$ cat config.mk
export PLATFORM = sky130hd
export DESIGN_NAME = fta_to_wb_bridge_flat
export DESIGN_NICKNAME = d
export VERILOG_FILES = /design/src/rtl/fta_bus_pkg.sv /design/src/rtl/fta_bus_interface.sv /design/src/rtl/fta_wb_req_fifo.sv /design/src/rtl/fta_to_wb_bridge.sv /design/src/flat_wrapper.sv
export SDC_FILE = /design/constraint.sdc
export NUM_CORES = 1
export LEC_CHECK = 0
export CAP_MARGIN = 30
export CELL_PAD_IN_SITES_DETAIL_PLACEMENT = 1
export CELL_PAD_IN_SITES_GLOBAL_PLACEMENT = 1
export CORE_AREA = 10 10 465 467
export DETAILED_ROUTE_END_ITERATION = 16
export DIE_AREA = 0 0 475 477
export MAX_ROUTING_LAYER = met4
export PLACE_DENSITY_LB_ADDON = 0.1
export SETUP_SLACK_MARGIN = 0.02
export SLEW_MARGIN = 20
export SYNTH_ARGS = -nofsm -noshare
export SYNTH_HDL_FRONTEND = slang
export SYNTH_SLANG_ARGS = --single-unit
$ cat constraint.sdc
create_clock -name clk_i -period 16.3 [get_ports clk_i]
set_input_delay 3.26 -clock clk_i [delete_from_list [all_inputs] [get_ports clk_i]]
set_output_delay 3.26 -clock clk_i [all_outputs]
set_load 0.01 [all_outputs]
$ cat src/rtl/fta_bus_pkg.sv
// FTA bus payload types, plus the queue entry and FSM state used by the
// FTA-to-Wishbone bridge.
package fta_bus_pkg;

  localparam int unsigned FTA_DW = 256;
  localparam int unsigned FTA_SW = FTA_DW / 8;
  localparam int unsigned FTA_AW = 32;
  localparam int unsigned FTA_TW = 8;

  typedef enum logic [3:0] {
    CMD_NONE  = 4'd0,
    CMD_LOAD  = 4'd1,
    CMD_STORE = 4'd2
  } fta_cmd_t;

  typedef enum logic [1:0] {
    OKAY = 2'd0,
    ERR  = 2'd2
  } fta_status_t;

  typedef struct packed {
    logic              cyc;
    fta_cmd_t          cmd;
    logic              we;
    logic [FTA_SW-1:0] sel;
    logic [FTA_AW-1:0] adr;
    logic [FTA_DW-1:0] data1;
    logic [FTA_TW-1:0] tid;
  } fta_cmd_request256_t;

  typedef struct packed {
    logic              ack;
    logic              rty;
    logic              err;
    logic              stall;
    logic [FTA_TW-1:0] tid;
    logic [FTA_TW-1:0] rty_tid;
    logic [FTA_AW-1:0] adr;
    logic [FTA_DW-1:0] dat;
  } fta_cmd_response256_t;

  typedef struct packed {
    fta_cmd_t          cmd;
    logic              we;
    logic [FTA_SW-1:0] sel;
    logic [FTA_AW-1:0] adr;
    logic [FTA_DW-1:0] dat;
    logic [FTA_TW-1:0] tid;
  } fta_wb_entry_t;

  typedef enum logic [1:0] {
    IDLE = 2'd0,
    BUS  = 2'd1,
    RESP = 2'd2
  } fta_wb_state_t;

  function automatic fta_wb_entry_t fta_wb_entry_from_req(input fta_cmd_request256_t r);
    fta_wb_entry_t e;
    e.cmd = r.cmd;
    e.we  = r.we;
    e.sel = r.sel;
    e.adr = r.adr;
    e.dat = r.data1;
    e.tid = r.tid;
    return e;
  endfunction

endpackage

$ cat src/rtl/fta_bus_interface.sv
// FTA request/response channel pair between an FTA initiator and a target.
interface fta_bus_interface;
  import fta_bus_pkg::*;

  fta_cmd_request256_t  req;
  fta_cmd_response256_t resp;

  modport master (output req, input resp);
  modport slave  (input req, output resp);
endinterface

$ cat src/rtl/fta_wb_req_fifo.sv
// Small circular request queue; pushes while full are accepted only if a pop
// happens on the same edge.
module fta_wb_req_fifo
  import fta_bus_pkg::*;
#(
  parameter int unsigned DEPTH   = 2,
  parameter type         entry_t = fta_wb_entry_t,
  localparam int unsigned PW     = (DEPTH > 1) ? $clog2(DEPTH) : 1,
  localparam int unsigned CW     = $clog2(DEPTH + 1)
) (
  input  logic          clk_i,
  input  logic          rst_ni,
  input  logic          push_i,
  input  entry_t        din_i,
  input  logic          pop_i,
  output entry_t        head_c,
  output logic          full_c,
  output logic          empty_c,
  output logic [CW-1:0] count_o
);

  logic [PW-1:0] rd_q, rd_d, wr_q, wr_d;
  logic [CW-1:0] cnt_q, cnt_d;
  entry_t        mem_q [DEPTH];
  entry_t        mem_d [DEPTH];
  logic          do_push, do_pop;

  assign full_c  = (cnt_q == CW'(DEPTH));
  assign empty_c = (cnt_q == '0);
  assign head_c  = mem_q[rd_q];
  assign count_o = cnt_q;
  assign do_pop  = pop_i && !empty_c;
  assign do_push = push_i && (!full_c || do_pop);

  always_comb begin
    mem_d = mem_q;
    rd_d  = rd_q;
    wr_d  = wr_q;
    cnt_d = cnt_q + CW'(do_push) - CW'(do_pop);
    if (do_push) begin
      mem_d[wr_q] = din_i;
      wr_d        = wr_q + PW'(1);
    end
    if (do_pop) rd_d = rd_q + PW'(1);
  end

  always_ff @(posedge clk_i or negedge rst_ni) begin
    if (!rst_ni) begin
      rd_q  <= '0;
      wr_q  <= '0;
      cnt_q <= '0;
    end else begin
      rd_q  <= rd_d;
      wr_q  <= wr_d;
      cnt_q <= cnt_d;
    end
  end

  // Payload storage carries no reset; validity is tracked by cnt_q.
  always_ff @(posedge clk_i) begin
    mem_q <= mem_d;
  end

endmodule

$ cat src/rtl/fta_to_wb_bridge.sv
// FTA target that queues request beats and replays each as a classic
// Wishbone master cycle, returning FTA ack/err/rty/stall responses.
module fta_to_wb_bridge
  import fta_bus_pkg::*;
#(
  parameter int unsigned WID        = 256,
  parameter int unsigned DEPTH      = 2,
  parameter int unsigned TIMEOUT    = 1023,
  parameter bit          ACK_STORES = 1'b0
) (
  input  logic              clk_i,
  input  logic              rst_ni,
  fta_bus_interface.slave   fta_i,
  output logic              cyc_o,
  output logic              stb_o,
  output logic              we_o,
  output logic [WID/8-1:0]  sel_o,
  output logic [31:0]       adr_o,
  output logic [WID-1:0]    dat_o,
  input  logic              ack_i,
  input  logic              err_i,
  input  logic [WID-1:0]    dat_i
);

  localparam int unsigned SELW = WID / 8;
  localparam int unsigned CW   = $clog2(DEPTH + 1);
  localparam int unsigned TOW  = $clog2(TIMEOUT + 1);

  fta_wb_state_t        state_q, state_d;
  fta_wb_entry_t        cur_q, cur_d, head, req_entry;
  fta_cmd_response256_t resp_q, resp_d;
  logic                 cyc_q, cyc_d;
  logic [TOW-1:0]       to_q, to_d;
  logic                 full, empty, pop, rty, is_store, timeout_c;
  logic [CW-1:0]        count;

  assign req_entry = fta_wb_entry_from_req(fta_i.req);
  assign pop       = (state_q == IDLE) && !empty;
  assign rty       = fta_i.req.cyc && full && !pop;
  assign is_store  = (cur_q.cmd == CMD_STORE);
  assign timeout_c = ((to_q + TOW'(1)) == TOW'(TIMEOUT));

  fta_wb_req_fifo #(
    .DEPTH   (DEPTH),
    .entry_t (fta_wb_entry_t)
  ) u_fifo (
    .clk_i   (clk_i),
    .rst_ni  (rst_ni),
    .push_i  (fta_i.req.cyc),
    .din_i   (req_entry),
    .pop_i   (pop),
    .head_c  (head),
    .full_c  (full),
    .empty_c (empty),
    .count_o (count)
  );

  // Next-state and response beat; resp is built on the BUS exit so it lands
  // in the same clock that cyc_o drops.
  always_comb begin
    state_d        = state_q;
    cur_d          = cur_q;
    cyc_d          = cyc_q;
    to_d           = to_q;
    resp_d         = '0;
    resp_d.stall   = (count == CW'(DEPTH));
    resp_d.rty     = rty;
    resp_d.rty_tid = rty ? fta_i.req.tid : '0;
    unique case (state_q)
      IDLE: begin
        if (!empty) begin
          cur_d   = head;
          cyc_d   = 1'b1;
          to_d    = '0;
          state_d = BUS;
        end
      end
      BUS: begin
        to_d = to_q + TOW'(1);
        if (err_i || ack_i || timeout_c) begin
          cyc_d   = 1'b0;
          state_d = RESP;
          if (err_i || !ack_i) begin
            resp_d.err = 1'b1;
            resp_d.tid = cur_q.tid;
            resp_d.adr = cur_q.adr;
          end else if (!is_store || ACK_STORES) begin
            resp_d.ack = 1'b1;
            resp_d.tid = cur_q.tid;
            resp_d.adr = cur_q.adr;
            resp_d.dat = is_store ? '0 : FTA_DW'(dat_i);
          end
        end
      end
      RESP:    state_d = IDLE;
      default: state_d = IDLE;
    endcase
  end

  always_ff @(posedge clk_i or negedge rst_ni) begin
    if (!rst_ni) begin
      state_q <= IDLE;
      cur_q   <= '0;
      cyc_q   <= 1'b0;
      to_q    <= '0;
      resp_q  <= '0;
    end else begin
      state_q <= state_d;
      cur_q   <= cur_d;
      cyc_q   <= cyc_d;
      to_q    <= to_d;
      resp_q  <= resp_d;
    end
  end

  assign cyc_o      = cyc_q;
  assign stb_o      = cyc_q;
  assign we_o       = cur_q.we;
  assign sel_o      = SELW'(cur_q.sel);
  assign adr_o      = cur_q.adr;
  assign dat_o      = WID'(cur_q.dat);
  assign fta_i.resp = resp_q;

endmodule
$ cat src/flat_wrapper.sv
// flat-port wrapper written by rule: the top's interface ports become plain ports
module fta_to_wb_bridge_flat import fta_bus_pkg::*;
#(
  parameter int unsigned WID        = 256,
  parameter int unsigned DEPTH      = 2,
  parameter int unsigned TIMEOUT    = 1023,
  parameter bit          ACK_STORES = 1'b0
)
  (clk_i, rst_ni, cyc_o, stb_o, we_o, sel_o, adr_o, dat_o, ack_i, err_i, dat_i, fta_i_req, fta_i_resp);
  fta_bus_interface fta_i_i ();
  input  logic clk_i;
  input  logic rst_ni;
  output logic cyc_o;
  output logic stb_o;
  output logic we_o;
  output logic [WID/8-1:0] sel_o;
  output logic [31:0] adr_o;
  output logic [WID-1:0] dat_o;
  input  logic ack_i;
  input  logic err_i;
  input  logic [WID-1:0] dat_i;
  input wire logic [$bits(fta_i_i.req)-1:0] fta_i_req;
  output wire logic [$bits(fta_i_i.resp)-1:0] fta_i_resp;
  assign fta_i_i.req = fta_i_req;
  assign fta_i_resp = fta_i_i.resp;
  fta_to_wb_bridge #(.WID(WID), .DEPTH(DEPTH), .TIMEOUT(TIMEOUT), .ACK_STORES(ACK_STORES)) u_core (.clk_i(clk_i), .rst_ni(rst_ni), .fta_i(fta_i_i), .cyc_o(cyc_o), .stb_o(stb_o), .we_o(we_o), .sel_o(sel_o), .adr_o(adr_o), .dat_o(dat_o), .ack_i(ack_i), .err_i(err_i), .dat_i(dat_i));
endmodule
==> results.tsv, run 1 <==
metric	value	unit
crit_type	in -> reg	
fp.dieH	477	um
dr.pass1.iters	5	
hold_path_class	reg -> reg	
crit_chain	clkdlybuf4s50_1, and3_4, buf_4, buf_4, buf_4	
grt_pass1_vias	31391	
worstPathRequired	16.73	ns
relSlewSlack	0.3527	
grt_setup_unrepaired	no	
hold_buffers	0	
start_kind	input port	
ys_seq_elements	1324	
swShare	0.3363	
cts_tree	yes	
postCtsSetupBuffers	0	
drive_above_1_share	0.06476	
combPwrFrac	0.309	
setup_violations	0	
die-area	226600	um^2
cp-end-kind	flip-flop	
vias	29385	
gp_congestion	0.8247	
regArea	36470	um^2
fin_crit	6.308	ns
antenna_found_initial	107	
post-route-period-util	0.3870	
irDropWorstVdd	0.1338	mV
drt_iter0_drc	1317	
cts_root_buf	clkbuf_16	
drc	0	
status	completed	
wl_per_cell	27.62	um
synth-warning-count	0	
synthCells	3325	
grt_max_degree	184	
crit_path_frequent_cell	buf_4	
initial_core_util	0.2374	
maxCapViolCount	0	
seqPwrFrac	0.404	
dpl.cell_count	6815	
path_clk_slew	0.05	ns
n_fill_cell	21804	
dieWidth	475	um
postCtsResizedCells	0	
pin_count	1225	
hold_viol_final	0	
crit_slowest_cell	buf_4	
synth_nets	3923	
core_area	206400	um^2
ys_types	42	
multi_input_area	9387	um^2
drtAntennaViolNets	0	
async_flop_share	0.4970	
slew_viol_final	0	
tightest_slew	0.9709	ns
netlist_area	49010	um^2
internal-power	8.163	mW
worstPathMaxFanout	46	
port_buffers	1224	
final_nets	4875	
cts_made_buffers	162	
finalSetupTns	0	ns
synth_ff_type	edfxtp_1	
p_sw	4.136	mW
power_density	182.4	nW/um^2
instances_no_fill	7197	
syn_area_per_cell	14.74	um^2
clock_power_share	0.287	
clock_path_buffers	3	
insertion_delay	0.81	ns
vias_per_cell	4.083	
fin_skew	0.03771	ns
row_count	167	
grt_pass1_wl	269.4	mm
cp.arrival	6.74	ns
finalCoreUtilization	0.3266	
p_leak	26.60	nW
gr-total-overflow	0	
syn2layout_area_growth	37.58	%
synth_seq_area_share	0.7441	
wl	198.8	mm
fmax	158.5	MHz
grt.total_usage	0.1749	
htree_levels	4	
clkSinkCount	1324	
synth_edf_count	666	
dp_hpwl	147.2	mm
max_stage_delay	0.68	ns
[power by group through the flow]
stage | clock network (mW) | registers (mW) | logic [mW]
final | 3.53 | 4.96 | 3.80
after global routing | 3.81 | 5.07 | 4.21
after CTS | 3.67 | 4.99 | 3.97
after detailed placement | 0 | 5.04 | 3.97
after global placement | 0 | 5.03 | 3.92
after floorplan | 0 | 5.04 | 2.33
[placed cells by master, fill, tap and decap left out, types with 2 or more instances in the layout]
cell type,synthesis,final
dfrtp_1,658,657
xnor2_1,5,5
clkbuf_8,0,25
edfxtp_1,666,666
inv_6,0,4
mux2i_1,333,333
o22ai_1,2,2
bufinv_16,0,4
and3_1,4,3
nand2_1,387,387
o21ai_1,82,81
nand3_1,3,3
clkinv_16,0,3
diode_2,0,77
ha_1,4,4
clkdlybuf4s50_1,0,1223
o21ai_0,305,305
a31oi_1,2,2
clkinv_2,0,15
clkinv_1,0,17
nor2_1,5,4
nor2b_1,3,2
clkbuf_1,55,64
o41ai_1,2,2
buf_4,331,39
a21oi_1,5,5
and2_1,305,305
buf_12,0,10
clkinv_8,0,6
inv_1,7,7
nand4_1,42,42
clkbuf_16,0,164
[metrics by stage]
stage	cell area [um^2]	hold WS (ns)	power [mW]	setup slack, ns
finish	67420	0.4725	12.30	9.992
global route	67410	0.4989	13.09	9.794
CTS	67190	0.4772	12.64	9.608
detailed placement	62000	0.4659	9.013	8.709
global placement	61910	0.4583	8.955	8.764
floorplan	49010	0.4416	7.373	3.772
[area by class of cell]
class,instances,share of cell area
Inverter,7,0.0003897
Sequential cell,1324,0.5409
Multi-Input combinational cell,1508,0.1392
Clock buffer,253,0.06953
Tap cell,2704,0.05018
Antenna cell,77,0.002858
Clock inverter,50,0.007441
Timing Repair Buffer,1274,0.1895
[path summary, 6_finish.rpt]
check | startpoint | endpoint | slack (ns) | cells after the start
max | fta_i_req[333] | u_core.u_fifo.mem_q[222]$_DFFE_PP_ | 9.99 | 5
min | u_core.cur_q[2]$_DFFE_PN0P_ | u_core.cur_q[2]$_DFFE_PN0P_ | 0.47 | 2
max reg2reg | u_core.state_q[1]$_DFFE_PN0P_ | u_core.dat_o[77]$_DFFE_PN0P_ | 12.15 | 7
min reg2reg | u_core.cur_q[2]$_DFFE_PN0P_ | u_core.cur_q[2]$_DFFE_PN0P_ | 0.47 | 2
max in group asynchronous | rst_ni | u_core.fta_i.resp[244]$_DFF_PN0_ | 11.16 | 4
min in group asynchronous | rst_ni | u_core.dat_o[101]$_DFFE_PN0P_ | 2.46 | 1
[flip-flops by register name (all words and copies together) (netlist names), 2 cells and up]
name and cells:
u_core.adr_o 32, u_core.u_fifo.count_o 2, u_core.state_q 2, u_core.dat_o 256, u_core.sel_o 32, u_core.cur_q 12, u_core.fta_i.resp 308, u_core.to_q 10
u_core.u_fifo.mem_q 666
[per-layer routing]
metal | routed length, um | up-vias | track usage
met4 | 6477 | 0 | 0.05173
li1 | - | 13315 | -
met1 | 71450 | 14779 | 0.1737
met2 | 102800 | 994 | 0.3080
met5 | 0 | - | -
met3 | 18110 | 297 | 0.07623
[cell usage after synthesis (2+ instances only)]
cell type | number | share of area
o21ai_1 | 82 | 0.0084
o22ai_1 | 2 | 0.00026
buf_4 | 331 | 0.051
edfxtp_1 | 666 | 0.41
nor2_1 | 5 | 0.00038
mux2i_1 | 333 | 0.068
nand4_1 | 42 | 0.0054
nor2b_1 | 3 | 0.00038
nand3_1 | 3 | 0.00031
o21ai_0 | 305 | 0.031
and3_1 | 4 | 0.00051
dfrtp_1 | 658 | 0.34
a31oi_1 | 2 | 0.00026
xnor2_1 | 5 | 0.00089
nand2_1 | 387 | 0.030
o41ai_1 | 2 | 0.00036
inv_1 | 7 | 0.00054
a21oi_1 | 5 | 0.00051
ha_1 | 4 | 0.0010
and2_1 | 305 | 0.039
clkbuf_1 | 55 | 0.0042
buf_2 | 99 | 0.010
[critical path: cells and delay by family]
family | cells | cell delay (ns)
buffers and inverters | 4 | 2.62
and+or+nand+nor | 1 | 0.63
[kinds of logic (layout without fill, tap and decap cells)]
kind of cell | after synthesis | in the layout | share of synthesized area
DFF | 1324 | 1324 | 0.7441
adders and majority gates | 4 | 4 | 0.001021
xor gates and xnor gates | 6 | 6 | 0.001226
and+or+nand+nor | 758 | 758 | 0.07741
muxes | 333 | 333 | 0.06801
other | 0 | 77 | 0
buffers and inverters | 493 | 1584 | 0.06564
AOI/OAI and AO/OA | 407 | 407 | 0.04264
(Power assumes the default switching activity.)
==> run 2, diff against run 1 <==
CORE_AREA = 10 10 468 470   (was 10 10 465 467)
DIE_AREA = 0 0 478 480   (was 0 0 475 477)
clock period = 6.15 ns   (was 16.3 ns; I/O delays follow)
==> run 2 against run 1 <==
- design area grew 0.62%
- setup slack lost 7.0 ns
- sequential power grew to 2.7 times the previous value
- critical endpoint is now adr_o[17]
- largest cell class unchanged
- highest routed layer unchanged
==> results.tsv, run 2 (synthesis gave the netlist of run 1 again) <==
metric	value	unit	change
wl	197.6	mm	-0.63%
clock_path_buffers	3		unchanged
hold_viol_final	0		unchanged
relSlewSlack	0.2418		-0.1110
dp_hpwl	145.7	mm	-1.0%
postCtsResizedCells	0		unchanged
gr-total-overflow	0		unchanged
layout_commonest_cell	clkdlybuf4s50_1		
drt_iter0_drc	1402		+6.5%
start_kind	flip-flop		
dieWidth	478	um	+0.63%
fin_skew	0.03342	ns	-0.004289 ns
cts_tree	yes		
initial_core_util	0.2343		-0.003073
p_leak	26.76	nW	+0.60%
worst_r2r_path_depth	5		-2
slew_viol_final	0		unchanged
max_stage_delay	0.76	ns	+0.08 ns
grt.total_usage	0.1719		-0.002967
largest_reg_flops	666		unchanged
worstPathRequired	4.92	ns	-11.81 ns
setup_violations	0		unchanged
syn2layout_area_growth	38.43	%	
post-route-period-util	0.5215		
fmax	311.8	MHz	
hold_slack	0.4038	ns	-0.06875 ns
clkSinkCount	1324		unchanged
antenna_found_initial	100		-6.5%
status	completed		
cp-end-kind	output port		
port_buffers	1224		unchanged
cp.depth	1		-4
maxCapViolCount	0		unchanged
grt_setup_unrepaired	no		
n_fill_cell	22048		+1.1%
design_area	67840	um^2	+0.62%
irDropWorstVdd	0.3990	mV	+200%
hold_path_class	in -> async		
placed_area	62360	um^2	+0.58%
rr_endpoint	u_core.u_fifo.mem_q[599]$_DFFE_PP_		
regArea	36470	um^2	unchanged
drc	0		unchanged
final_cell_mix	clkdlybuf4s50_1 (1223), edfxtp_1 (666), dfrtp_1 (657), nand2_1 (386), mux2i_1 (333)		
grt_max_degree	223		+21%
reg2reg_slack	3.42	ns	-8.73 ns
core_area	209200	um^2	+1.3%
cts_root_buf	clkbuf_16		
regMostFlops	u_core.u_fifo.mem_q		
fp.dieH	480	um	+0.63%
worstPathMaxFanout	3		-93%
cp.arrival	1.98	ns	-4.76 ns
gp_congestion	0.8194		-0.64%
hold_buffers	0		unchanged
row_count	168		+0.60%
vias_per_cell	3.986		-2.4%
tightest_slew	1.137	ns	+0.1664 ns
vias	29087		-1.0%
wl_per_cell	27.07	um	-2.0%
grt_pass1_wl	269.8	mm	+0.13%
timing.rr.start	u_core.state_q[1]$_DFFE_PN0P_		
grt_pass1_vias	31493		+0.32%
final_nets	4883		+0.16%
die-area	229400	um^2	+1.3%
crit_type	reg -> out		
insertion_delay	0.82	ns	about the same
path_clk_slew	0.06	ns	about the same
crit_buf_inv	1		-3
crit_start	u_core.adr_o[17]$_DFFE_PN0P_		
crit_path_end	adr_o[17]		
cts_made_buffers	162		unchanged
multi_input_area	9394	um^2	about the same
crit_chain	clkdlybuf4s50_1		
dr.pass1.iters	5		unchanged
crit_slowest_cell	clkdlybuf4s50_1		
drtAntennaViolNets	0		unchanged
drive_above_1_share	0.06964		+0.004872
crit_family	buffers and inverters		
htree_levels	4		unchanged
power_density	484.2	nW/um^2	+170%
pin_count	1225		unchanged
power	32.85	mW	+170%
postCtsSetupBuffers	0		unchanged
fin_crit	3.207	ns	
==> run 2: cell count changes in the layout (fill, tap and decap cells not counted), moves of 2 or more <==
cell        change
clkbuf_1       -12
clkinv_1        -2
clkinv_8        -3
clkinvlp_4      +2
diode_2         -8
bufinv_16       +6
buf_12          +8
clkbuf_8        -9
buf_4           -2
inv_16          +4
clkinv_2       +12
==> run 2: area by class of cell <==
type / instances / area share
flip-flops and latches: 1324 / 0.5376
repair buffers: 1282 / 0.1911
multi-input cells: 1508 / 0.1385
clock buffers: 233 / 0.06699
well taps: 2805 / 0.05173
clock inverters: 69 / 0.01120
diodes: 69 / 0.002545
inverters: 7 / 0.0003873
==> run 2: routing by layer <==
metal,part of all wire,global-route usage
met5,0,-
met4,0.023,0.03865
met3,0.082,0.06925
met2,0.53,0.3080
met1,0.37,0.1757
==> run 2: per-stage QoR <==
| step | cells | utilization | TNS [ns] | worst slack (ns) |
|---|---|---|---|---|
| after global placement | 6921 | 0.2977 | 0 | 2.345 |
| after global routing | 7292 | 0.3243 | 0 | 2.816 |
| after floorplan | 3325 | - | -171.01 | -0.5136 |
| after detailed placement | 6926 | 0.2982 | 0 | 2.443 |
| after CTS | 7228 | 0.3235 | 0 | 2.750 |
| final | 7297 | 0.3244 | 0 | 2.943 |
==> run 2: how the worst min path moves through the flow <==
stage / slack, ns / cells past startpoint / from / end
final: 0.40 / 1 / rst_ni / u_core.dat_o[15]$_DFFE_PN0P_
after global routing: 0.42 / 1 / rst_ni / u_core.dat_o[15]$_DFFE_PN0P_
after CTS: 0.42 / 1 / rst_ni / u_core.dat_o[15]$_DFFE_PN0P_
after detailed placement: 0.46 / 2 / u_core.cur_q[6]$_DFFE_PN0P_ / u_core.cur_q[6]$_DFFE_PN0P_
after global placement: 0.46 / 2 / u_core.cur_q[2]$_DFFE_PN0P_ / u_core.cur_q[2]$_DFFE_PN0P_
after floorplan: 0.44 / 2 / u_core.cur_q[330]$_DFFE_PN0P_ / u_core.cur_q[330]$_DFFE_PN0P_
==> run 2: where the power goes <==
| part | switching (mW) | total [mW] | internal [mW] |
|---|---|---|---|
| registers | 1.18 | 13.2 | 12.0 |
| logic | 5.84 | 10.1 | 4.28 |
| clock network | 3.96 | 9.55 | 5.60 |
